**config.mk**
```make
export PLATFORM = sky130hd
export DESIGN_NAME = ika2151_timer
export DESIGN_NICKNAME = d
export VERILOG_FILES = /design/src/rtl/ika2151_timer.sv
export SDC_FILE = /design/constraint.sdc
export NUM_CORES = 1
export LEC_CHECK = 0
export CORE_ASPECT_RATIO = 1.75
export CORE_UTILIZATION = 40
export DETAILED_ROUTE_END_ITERATION = 8
export PLACE_DENSITY = 0.71
export SETUP_SLACK_MARGIN = 0.15
export SLEW_MARGIN = 20
export SYNTH_ARGS = -nofsm -noshare
export SYNTH_HDL_FRONTEND = slang
export SYNTH_SLANG_ARGS = --single-unit
```
**constraint.sdc**
```tcl
create_clock -name i_EMUCLK -period 1.9 [get_ports i_EMUCLK]
set_input_delay 0.19 -clock i_EMUCLK [delete_from_list [all_inputs] [get_ports i_EMUCLK]]
set_output_delay 0.19 -clock i_EMUCLK [all_outputs]
set_load 0.01 [all_outputs]
```
**src/rtl/ika2151_timer.sv**
```systemverilog
// Timer A / Timer B of the IKA2151: sample-rate counters with overflow flags,
// active-low IRQ and the CSM key-on strobe driven by Timer A overflows.
module ika2151_timer (
  input  logic       i_EMUCLK,
  input  logic       i_MRST_n,
  input  logic       i_phi1_NCEN_n,
  input  logic       i_CYCLE_31,
  input  logic [9:0] i_TA_VAL,
  input  logic [7:0] i_TB_VAL,
  input  logic       i_LOAD_A,
  input  logic       i_LOAD_B,
  input  logic       i_IRQEN_A,
  input  logic       i_IRQEN_B,
  input  logic       i_FRST_A,
  input  logic       i_FRST_B,
  input  logic       i_CSM,
  output logic       o_TIMERA_FLAG,
  output logic       o_TIMERB_FLAG,
  output logic       o_IRQ_n,
  output logic       o_CSM_KEYON
);

  logic [9:0] cnt_a;
  logic [7:0] cnt_b;
  logic [3:0] pre_b;
  logic       lda_d, ldb_d;

  logic tick, sample_tick;
  logic start_a, start_b, step_a, step_b, ovf_a, ovf_b;

  assign tick        = ~i_phi1_NCEN_n;
  assign sample_tick = tick & i_CYCLE_31;

  // A start suppresses any coincident step, so it also suppresses the overflow.
  assign start_a = tick & i_LOAD_A & ~lda_d;
  assign start_b = tick & i_LOAD_B & ~ldb_d;
  assign step_a  = sample_tick & i_LOAD_A & ~start_a;
  assign step_b  = sample_tick & (pre_b == 4'hF) & i_LOAD_B & ~start_b;
  assign ovf_a   = step_a & (cnt_a == 10'h3FF);
  assign ovf_b   = step_b & (cnt_b == 8'hFF);

  always_ff @(posedge i_EMUCLK or negedge i_MRST_n) begin
    if (!i_MRST_n) begin
      cnt_a         <= 10'd0;
      cnt_b         <= 8'd0;
      pre_b         <= 4'd0;
      lda_d         <= 1'b0;
      ldb_d         <= 1'b0;
      o_TIMERA_FLAG <= 1'b0;
      o_TIMERB_FLAG <= 1'b0;
      o_CSM_KEYON   <= 1'b0;
    end else if (tick) begin
      lda_d <= i_LOAD_A;
      ldb_d <= i_LOAD_B;

      if (start_a || ovf_a) cnt_a <= i_TA_VAL;
      else if (step_a)      cnt_a <= cnt_a + 10'd1;

      if (start_b || ovf_b) cnt_b <= i_TB_VAL;
      else if (step_b)      cnt_b <= cnt_b + 8'd1;

      if (sample_tick) pre_b <= pre_b + 4'd1;

      if (i_FRST_A)                  o_TIMERA_FLAG <= 1'b0;
      else if (ovf_a && i_IRQEN_A)   o_TIMERA_FLAG <= 1'b1;

      if (i_FRST_B)                  o_TIMERB_FLAG <= 1'b0;
      else if (ovf_b && i_IRQEN_B)   o_TIMERB_FLAG <= 1'b1;

      // Overflows only happen on sample ticks, so this holds key-on for one sample.
      if (sample_tick) o_CSM_KEYON <= ovf_a & i_CSM;
    end
  end

  assign o_IRQ_n = ~(o_TIMERA_FLAG | o_TIMERB_FLAG);

endmodule

```
==> results.md, run 1 <==
* WL/cell at ~17 microns
* CTS max path bufs at 2
* Ranking of synthesized cells by instance count: sky130_fd_sc_hd__dfrtp_1, sky130_fd_sc_hd__o21ai_0, sky130_fd_sc_hd__nand2_1
* Worst-path clk slew at approximately 0.090 ns
* Fraction of layout instances using a drive strength above 1 at 0.148
* Half-perimeter wire length after detailed placement at 3490 microns
* Hold WC Path Type: primary input to async pin
* Setup skew after layout at 0.00342 ns
* Hold buffer count at cts at 0
* Average size of a mapped cell at 9.24 sq um
* Cell at the root of the clock tree: sky130_fd_sc_hd__clkbuf_8
* Placed cell area at about 0.0021 sq mm
* Number of H-tree levels at 1
* Outcome: completed
* RD Place Congestion at approximately 0.94
* Sw frac at 0.347
* Skew-Pair Late Insertion Delay at between 0.2 and 0.3 ns
* Sequential area share after synthesis at 0.406
* Total Routed Length at 4590 microns
* Antenna diode count at 0
* Total via count in the routed design at roughly 1700
* Power per Cell Area at between 700 and 800 mW/mm^2
* Number of enable flip-flop cells after synthesis at 0
* Setup TNS at 0 ns
* First-pass GRT wire length at roughly 7000 microns
* Cell count after synthesis at 180
* Top cell type by total area after synthesis: sky130_fd_sc_hd__dfrtp_1
* Final cell count without fillers at 277
* Die Footprint at 0.00443 sq mm
* Highest ir drop seen on vdd at around 0.47 mV
* Largest net degree at the start of global routing at 28
* Async set or reset register ratio after synthesis at 1.00
* CP max FO at 15
* Number of cells in the design after placement at 270
* Placeable core region at about 0.004 sq mm
* Via count normalized by instance count at ~6.0
* Number of nets in the layout at 262
* Endpoint kind of the worst setup timing path: flip-flop
* Maximum achievable frequency at between 500 and 600 MHz
* Iteration-0 DRC count of the detailed router at 39
* Crit path time final at about 1.7 ns
* Distinct cell type count after synthesis at 50
* Length of the first detailed-routing pass in iterations at 4
* Rel. slew slack at 0.681
* Period utilisation layout at 0.893
* Library cell with the highest instance count after synthesis: sky130_fd_sc_hd__dfrtp_1
* Number of rows created at floorplan at 30
* Final Max Tran Viols at 0
* Congestion Overflow GR at 0
* Final instance area at between 0.002 and 0.0025 sq mm
* Gate power share at 0.327
* DRC errors left at 0
* Number of maximum-capacitance violations at 0
* Clk pwr share at 0.181
* Yosys warning total at 0
* Hold Fails Final Rpt at 0
* CP Class: primary input to flip-flop
* Hold slack at around 0.30 ns
* # clock sinks at 27
* Dominant register cell in the synthesized netlist: sky130_fd_sc_hd__dfrtp_1
* Endpoint required time on the critical path at slightly above 2 ns
* Number of cell instances on the worst register-to-register path at 5
* Count of buffers from port buffering at 32
* Switching pwr at ~600 uW
* Crit path DAT at roughly 1.8 ns
* Post-synth top area share at 0.406
* Antenna violations before repair at 0
* Count of boundary I/O pins at 33
* Die height at 87.3 microns
* Clock buffer count from CTS at 3
* Internal cell power at 1.16 mW
* Sequential Power Share at 0.492
* Final antenna-violating net count at 0
* Final setup violation count at 0
* Vias in the first global route at about 1600
* Actual slew at the worst max-slew pin at between 0.4 and 0.5 ns
* Reg2Reg Capture Point: cnt_b[7]
* Die outline width at between 50 and 60 microns
* Startpoint Class: primary input
* Clock tree from TritonCTS: built
* Mapped Nets at 212
* Syn-to-layout area delta at 34.2%
* Syn Std Cell Area at ~0.0017 sq mm
* Effective utilization at floorplan at 0.422
* Global-route usage over all layers at 0.212
* Worst reg2reg setup slack at roughly 0.21 ns
* Leakage power figure at 0.879 nW
* Top cells by area, synth: sky130_fd_sc_hd__dfrtp_1, sky130_fd_sc_hd__o21ai_0, sky130_fd_sc_hd__a21oi_1, sky130_fd_sc_hd__nand4_1, sky130_fd_sc_hd__nand2_1
* Source of the worst register-to-register timing path: pre_b[0]
* Unrepaired setup endpoints after global routing: no
* #FFs+latches synth at 27
metal layers:
| metal | vias to the layer above | wire [microns] | track usage |
|---|---|---|---|
| li1 | 791 | - | - |
| met1 | 792 | 1790 | 0.220 |
| met2 | 58 | 2470 | 0.400 |
| met3 | 17 | 158 | 0.0227 |
| met4 | 0 | 163 | 0.116 |
| met5 | - | 0 | 0 |
critical path, cell delays in order:
cell                              delay (ns)
sky130_fd_sc_hd__clkdlybuf4s50_1        0.59
sky130_fd_sc_hd__nand2b_1               0.22
sky130_fd_sc_hd__nor2_1                 0.05
sky130_fd_sc_hd__buf_4                  0.18
sky130_fd_sc_hd__a2111oi_0              0.48
sky130_fd_sc_hd__a211oi_1               0.11
power by group through the flow:
stage / logic (mW) / registers, mW / clock network [mW]
finish: 0.580 / 0.873 / 0.321
global route: 0.639 / 0.894 / 0.362
CTS: 0.532 / 0.857 / 0.335
detailed placement: 0.528 / 0.869 / 0
global placement: 0.520 / 0.867 / 0
floorplan: 0.328 / 0.832 / 0
per-stage QoR:
| step | util | setup WS (ns) | power [mW] |
|---|---|---|---|
| 2_1_floorplan | - | 0.274 | 1.16 |
| 5_1_grt | 0.567 | 0.149 | 1.90 |
| 3_5_place_dp | 0.539 | 0.00260 | 1.40 |
| 6_report | 0.567 | 0.203 | 1.77 |
| 4_1_cts | 0.551 | 0.160 | 1.72 |
| 3_3_place_gp | 0.539 | 0.0355 | 1.39 |
state kept, by name (all words and copies together), names as in the netlist:
register and cells:
o_TIMERA_FLAG 1, cnt_b 8, lda_d 1, o_CSM_KEYON 1
pre_b 4, cnt_a 10, ldb_d 1, o_TIMERB_FLAG 1
timing repair:
| item | 4_1_cts | 5_1_grt |
|---|---|---|
| endpoints found under the setup margin | 0 | 6 |
| endpoints found under the hold margin | 0 | 0 |
| buffers inserted | 0 | 3 |
| resized for setup | 0 | 8 |
cell families after synthesis:
logic type,synth area share
AND/OR/NAND/NOR,0.247
AO/OA/AOI/OAI,0.237
flip-flops,0.406
buffers and inverters,0.0414
multiplexers,0.0308
XOR/XNOR,0.0158
adder cells (fa/ha/maj),0.0226
layout make-up:
type | instances | area, sq um
clock buffers | 4 | 45.0
inverters | 10 | 37.5
fillers | 372 | 1710
flip-flops and latches | 27 | 676
well taps | 48 | 60.1
repair buffers | 50 | 459
multi-input cells | 138 | 956
worst max path at each step:
stage / startpoint / end / slack, ns
global route: cnt_a[0] / cnt_a[1] / 0.15
floorplan: cnt_a[0] / cnt_a[8] / 0.27
CTS: pre_b[0] / cnt_b[7] / 0.16
detailed placement: i_CYCLE_31 / cnt_b[7] / 0.003
global placement: i_CYCLE_31 / cnt_b[5] / 0.04
finish: i_phi1_NCEN_n / cnt_b[7] / 0.20
cell usage in the layout, fill, tap and decap left out, types with 2 or more instances in the layout:
cell type,instances
sky130_fd_sc_hd__clkbuf_8,3
sky130_fd_sc_hd__nor4_2,2
sky130_fd_sc_hd__ha_4,2
sky130_fd_sc_hd__clkdlybuf4s50_1,32
sky130_fd_sc_hd__o21a_1,3
sky130_fd_sc_hd__a2111oi_0,2
sky130_fd_sc_hd__nand3_1,6
sky130_fd_sc_hd__a21oi_1,12
sky130_fd_sc_hd__a41oi_1,2
sky130_fd_sc_hd__inv_1,10
sky130_fd_sc_hd__o31ai_1,3
sky130_fd_sc_hd__nand2b_1,2
sky130_fd_sc_hd__a2bb2oi_1,3
sky130_fd_sc_hd__or4_1,2
sky130_fd_sc_hd__dfrtp_1,27
sky130_fd_sc_hd__nor2b_1,3
sky130_fd_sc_hd__a31oi_1,2
sky130_fd_sc_hd__nor2_1,10
sky130_fd_sc_hd__and3_1,5
sky130_fd_sc_hd__nand4_1,8
sky130_fd_sc_hd__nor3_1,7
sky130_fd_sc_hd__or3_1,2
sky130_fd_sc_hd__mux2i_1,4
sky130_fd_sc_hd__a211oi_1,4
sky130_fd_sc_hd__o22ai_1,2
sky130_fd_sc_hd__xnor2_1,2
sky130_fd_sc_hd__o21ai_0,13
sky130_fd_sc_hd__nand2_1,13
sky130_fd_sc_hd__a221o_1,2
sky130_fd_sc_hd__buf_4,17
No activity file was read; power rests on OpenSTA's default activity.
==> run 2, diff against run 1 <==
HOLD_SLACK_MARGIN = 0.02   (was not set)
==> results of run 2 <==
Same layout as run 1: the final DEF is identical, and so are final timing and power.
==> run 3, diff against run 2 <==
CORE_UTILIZATION = 51   (was 40)
PLACE_DENSITY = 0.86   (was 0.71)
==> run 3 against run 2 <==
- global-route usage rose by 5.5 points
- flip-flop and latch count is the same
- routed wire length shrank 2.7%
- maximum frequency fell by 0.43%
- final area increased by 2.6%
- critical path type is now flip-flop to flip-flop
- critical endpoint unchanged
- highest routed layer unchanged
==> results.md, run 3 (same netlist as run 1, synthesis figures left out) <==
* Gate power share at 0.332 (was 0.327)
* Congestion Overflow GR at 0 (unchanged)
* # clock sinks at 27 (unchanged)
* Sw frac at 0.351 (was 0.347)
* Highest ir drop seen on vdd at 0.603 mV (was 0.471 mV)
* Antenna violations before repair at 0 (unchanged)
* Switching pwr at 635 uW (was 616 uW)
* Flip-flop count of the largest register, all copies and words added at 10 (unchanged)
* Largest Register: cnt_a (unchanged)
* Placeable core region at 0.00314 sq mm (was 0.00394 sq mm)
* Source of the worst register-to-register timing path: cnt_b[3] (was pre_b[0])
* Worst reg2reg setup slack at 0.20 ns (was 0.21 ns)
* CP Class: flip-flop to flip-flop (was primary input to flip-flop)
* Die Footprint at 0.00350 sq mm (was 0.00443 sq mm)
* Fill cells at 238 (was 372)
* Count of boundary I/O pins at 33 (unchanged)
* Internal cell power at 1.18 mW (was 1.16 mW)
* Largest registers in the final layout: cnt_a: 10 flops, cnt_b: 8 flops, pre_b: 4 flops (unchanged)
* Worst-path clk slew at 0.09 ns (about the same)
* Placed cell area at 0.00215 sq mm (was 0.00213 sq mm)
* Period utilisation layout at 0.897 (was 0.893)
* Startpoint Class: flip-flop (was primary input)
* Skew-Pair Late Insertion Delay at 0.27 ns (about the same)
* Setup TNS at 0 ns (unchanged)
* Number of cells in the design after placement at 269 (was 270)
* Hold buffer count at cts at 0 (unchanged)
* Fraction of layout instances using a drive strength above 1 at 0.184 (was 0.148)
* Half-perimeter wire length after detailed placement at 3300 microns (was 3490 microns)
* Final setup violation count at 0 (unchanged)
* Origin of the worst setup path: cnt_b[3] (was i_phi1_NCEN_n)
* Iteration-0 DRC count of the detailed router at 44 (was 39)
* Leading cell types in the layout, fill and taps excluded: sky130_fd_sc_hd__clkdlybuf4s50_1, sky130_fd_sc_hd__dfrtp_1, sky130_fd_sc_hd__buf_4 (unchanged)
* Leakage power figure at 0.909 nW (was 0.879 nW)
* Die height at 77.6 microns (was 87.3 microns)
* Final antenna-violating net count at 0 (unchanged)
* Clock tree from TritonCTS: built (unchanged)
* Count of buffers from port buffering at 32 (unchanged)
* Crit path time final at 1.70 ns (about the same)
* Global-route usage over all layers at 0.266 (was 0.212)
* Die outline width at 45.2 microns (was 50.8 microns)
* Clk pwr share at 0.182 (was 0.181)
* Actual slew at the worst max-slew pin at 0.376 ns (was 0.467 ns)
* Maximum achievable frequency at 587 MHz (was 589 MHz)
* Largest net degree at the start of global routing at 28 (unchanged)
* Final instance area at 0.00229 sq mm (was 0.00223 sq mm)
* Syn-to-layout area delta at 37.7% (was 34.2%)
* DRC errors left at 0 (unchanged)
* Final Max Tran Viols at 0 (unchanged)
* Number of rows created at floorplan at 27 (was 30)
* WL/cell at 16.1 microns (was 16.6 microns)
* Effective utilization at floorplan at 0.530 (was 0.422)
* Clock buffer count from CTS at 3 (unchanged)
* Length of the first detailed-routing pass in iterations at 4 (unchanged)
* Most common cell after layout, fill and taps aside: sky130_fd_sc_hd__clkdlybuf4s50_1 (unchanged)
* Number of maximum-capacitance violations at 0 (unchanged)
* Endpoint kind of the worst setup timing path: flip-flop (unchanged)
* Cell at the root of the clock tree: sky130_fd_sc_hd__clkbuf_8 (unchanged)
* Outcome: completed (unchanged)
* First-pass GRT wire length at 7070 microns (was 7020 microns)
* Core occupancy in the finished layout at 0.729 (was 0.567)
* Crit path DAT at 1.85 ns (was 1.83 ns)
* Reg2Reg Capture Point: cnt_b[7] (unchanged)
* Total Routed Length at 4470 microns (was 4590 microns)
* RD Place Congestion at 0.927 (was 0.943)
* Hold Fails Final Rpt at 0 (unchanged)
* Total via count in the routed design at 1694 (was 1658)
* Setup skew after layout at 0.00257 ns (was 0.00342 ns)
* Number of H-tree levels at 1 (unchanged)
* CTS max path bufs at 2 (unchanged)
* Power Total at 1.81 mW (was 1.77 mW)
* Antenna diode count at 0 (unchanged)
* Sequential Power Share at 0.486 (was 0.492)
* Hold WC Path Type: primary input to async pin (unchanged)
* Power per Cell Area at 790 mW/mm^2 (was 795 mW/mm^2)
* Final cell count without fillers at 277 (unchanged)
* Endpoint required time on the critical path at 2.05 ns (was 2.03 ns)
* Via count normalized by instance count at 6.12 (was 5.99)
* CP max FO at 7 (was 15)
* Rel. slew slack at 0.743 (was 0.681)
* Vias in the first global route at 1678 (was 1577)
* Unrepaired setup endpoints after global routing: yes (was no)
* Number of nets in the layout at 267 (was 262)
* Number of cell instances on the worst register-to-register path at 4 (was 5)
==> run 3: changes by cell type in the layout (fill, tap and decap cells not counted), moves of 2 or more <==
cell,change
sky130_fd_sc_hd__nor3_1,-2
sky130_fd_sc_hd__nor3_2,+2
sky130_fd_sc_hd__buf_4,+4
sky130_fd_sc_hd__a21oi_1,-3
sky130_fd_sc_hd__a21oi_2,+3
==> run 3: metrics by stage <==
stage / setup slack, ns / hold WS (ns)
after CTS: 0.159 / 0.305
after floorplan: 0.274 / -0.106
final: 0.196 / 0.293
after global placement: 0.0635 / 0.492
after detailed placement: 0.0170 / 0.497
after global routing: 0.0875 / 0.319
==> run 3: final cells by class <==
cell class                      count  area, sq um  area share
Timing Repair Buffer               55          509       0.222
Tap cell                           43         53.8      0.0235
Sequential cell                    27          676       0.295
Clock buffer                        4         45.0      0.0197
Multi-Input combinational cell    138          970       0.423
Inverter                           10         37.5      0.0164
==> run 3: worst max-delay path, cell delays in order (launching register included) <==
cell and delay (ns):
sky130_fd_sc_hd__dfrtp_1 0.43, sky130_fd_sc_hd__nand3_1 0.29, sky130_fd_sc_hd__or4_4 0.65, sky130_fd_sc_hd__a21oi_2 0.16, sky130_fd_sc_hd__a211oi_1 0.05
==> run 3: worst max-delay path by stage <==
stage,slack [ns],depth (start not counted),to
global route,0.09,6,cnt_a[3]
CTS,0.16,5,cnt_b[7]
floorplan,0.27,5,cnt_a[8]
detailed placement,0.02,5,cnt_b[7]
global placement,0.06,5,cnt_b[7]
finish,0.20,4,cnt_b[7]
==> run 3: power by group through the flow <==
stage / combinational (mW) / clock [mW] / sequential, mW
after floorplan: 0.328 / 0 / 0.832
after global placement: 0.509 / 0 / 0.870
after detailed placement: 0.524 / 0 / 0.872
after CTS: 0.526 / 0.335 / 0.862
after global routing: 0.660 / 0.366 / 0.894
final: 0.601 / 0.329 / 0.881
==> run 3: what timing repair did <==
item,in CTS,in global routing
resized for setup,0,12
endpoints found under the setup margin,0,12
buffers inserted,0,4
==> run 3: metal layers <==
| layer | track usage | wire length [microns] |
|---|---|---|
| met3 | 0.0349 | 138 |
| met2 | 0.464 | 2520 |
| met5 | 0 | 0 |
| met4 | 0.124 | 107 |
| met1 | 0.304 | 1700 |
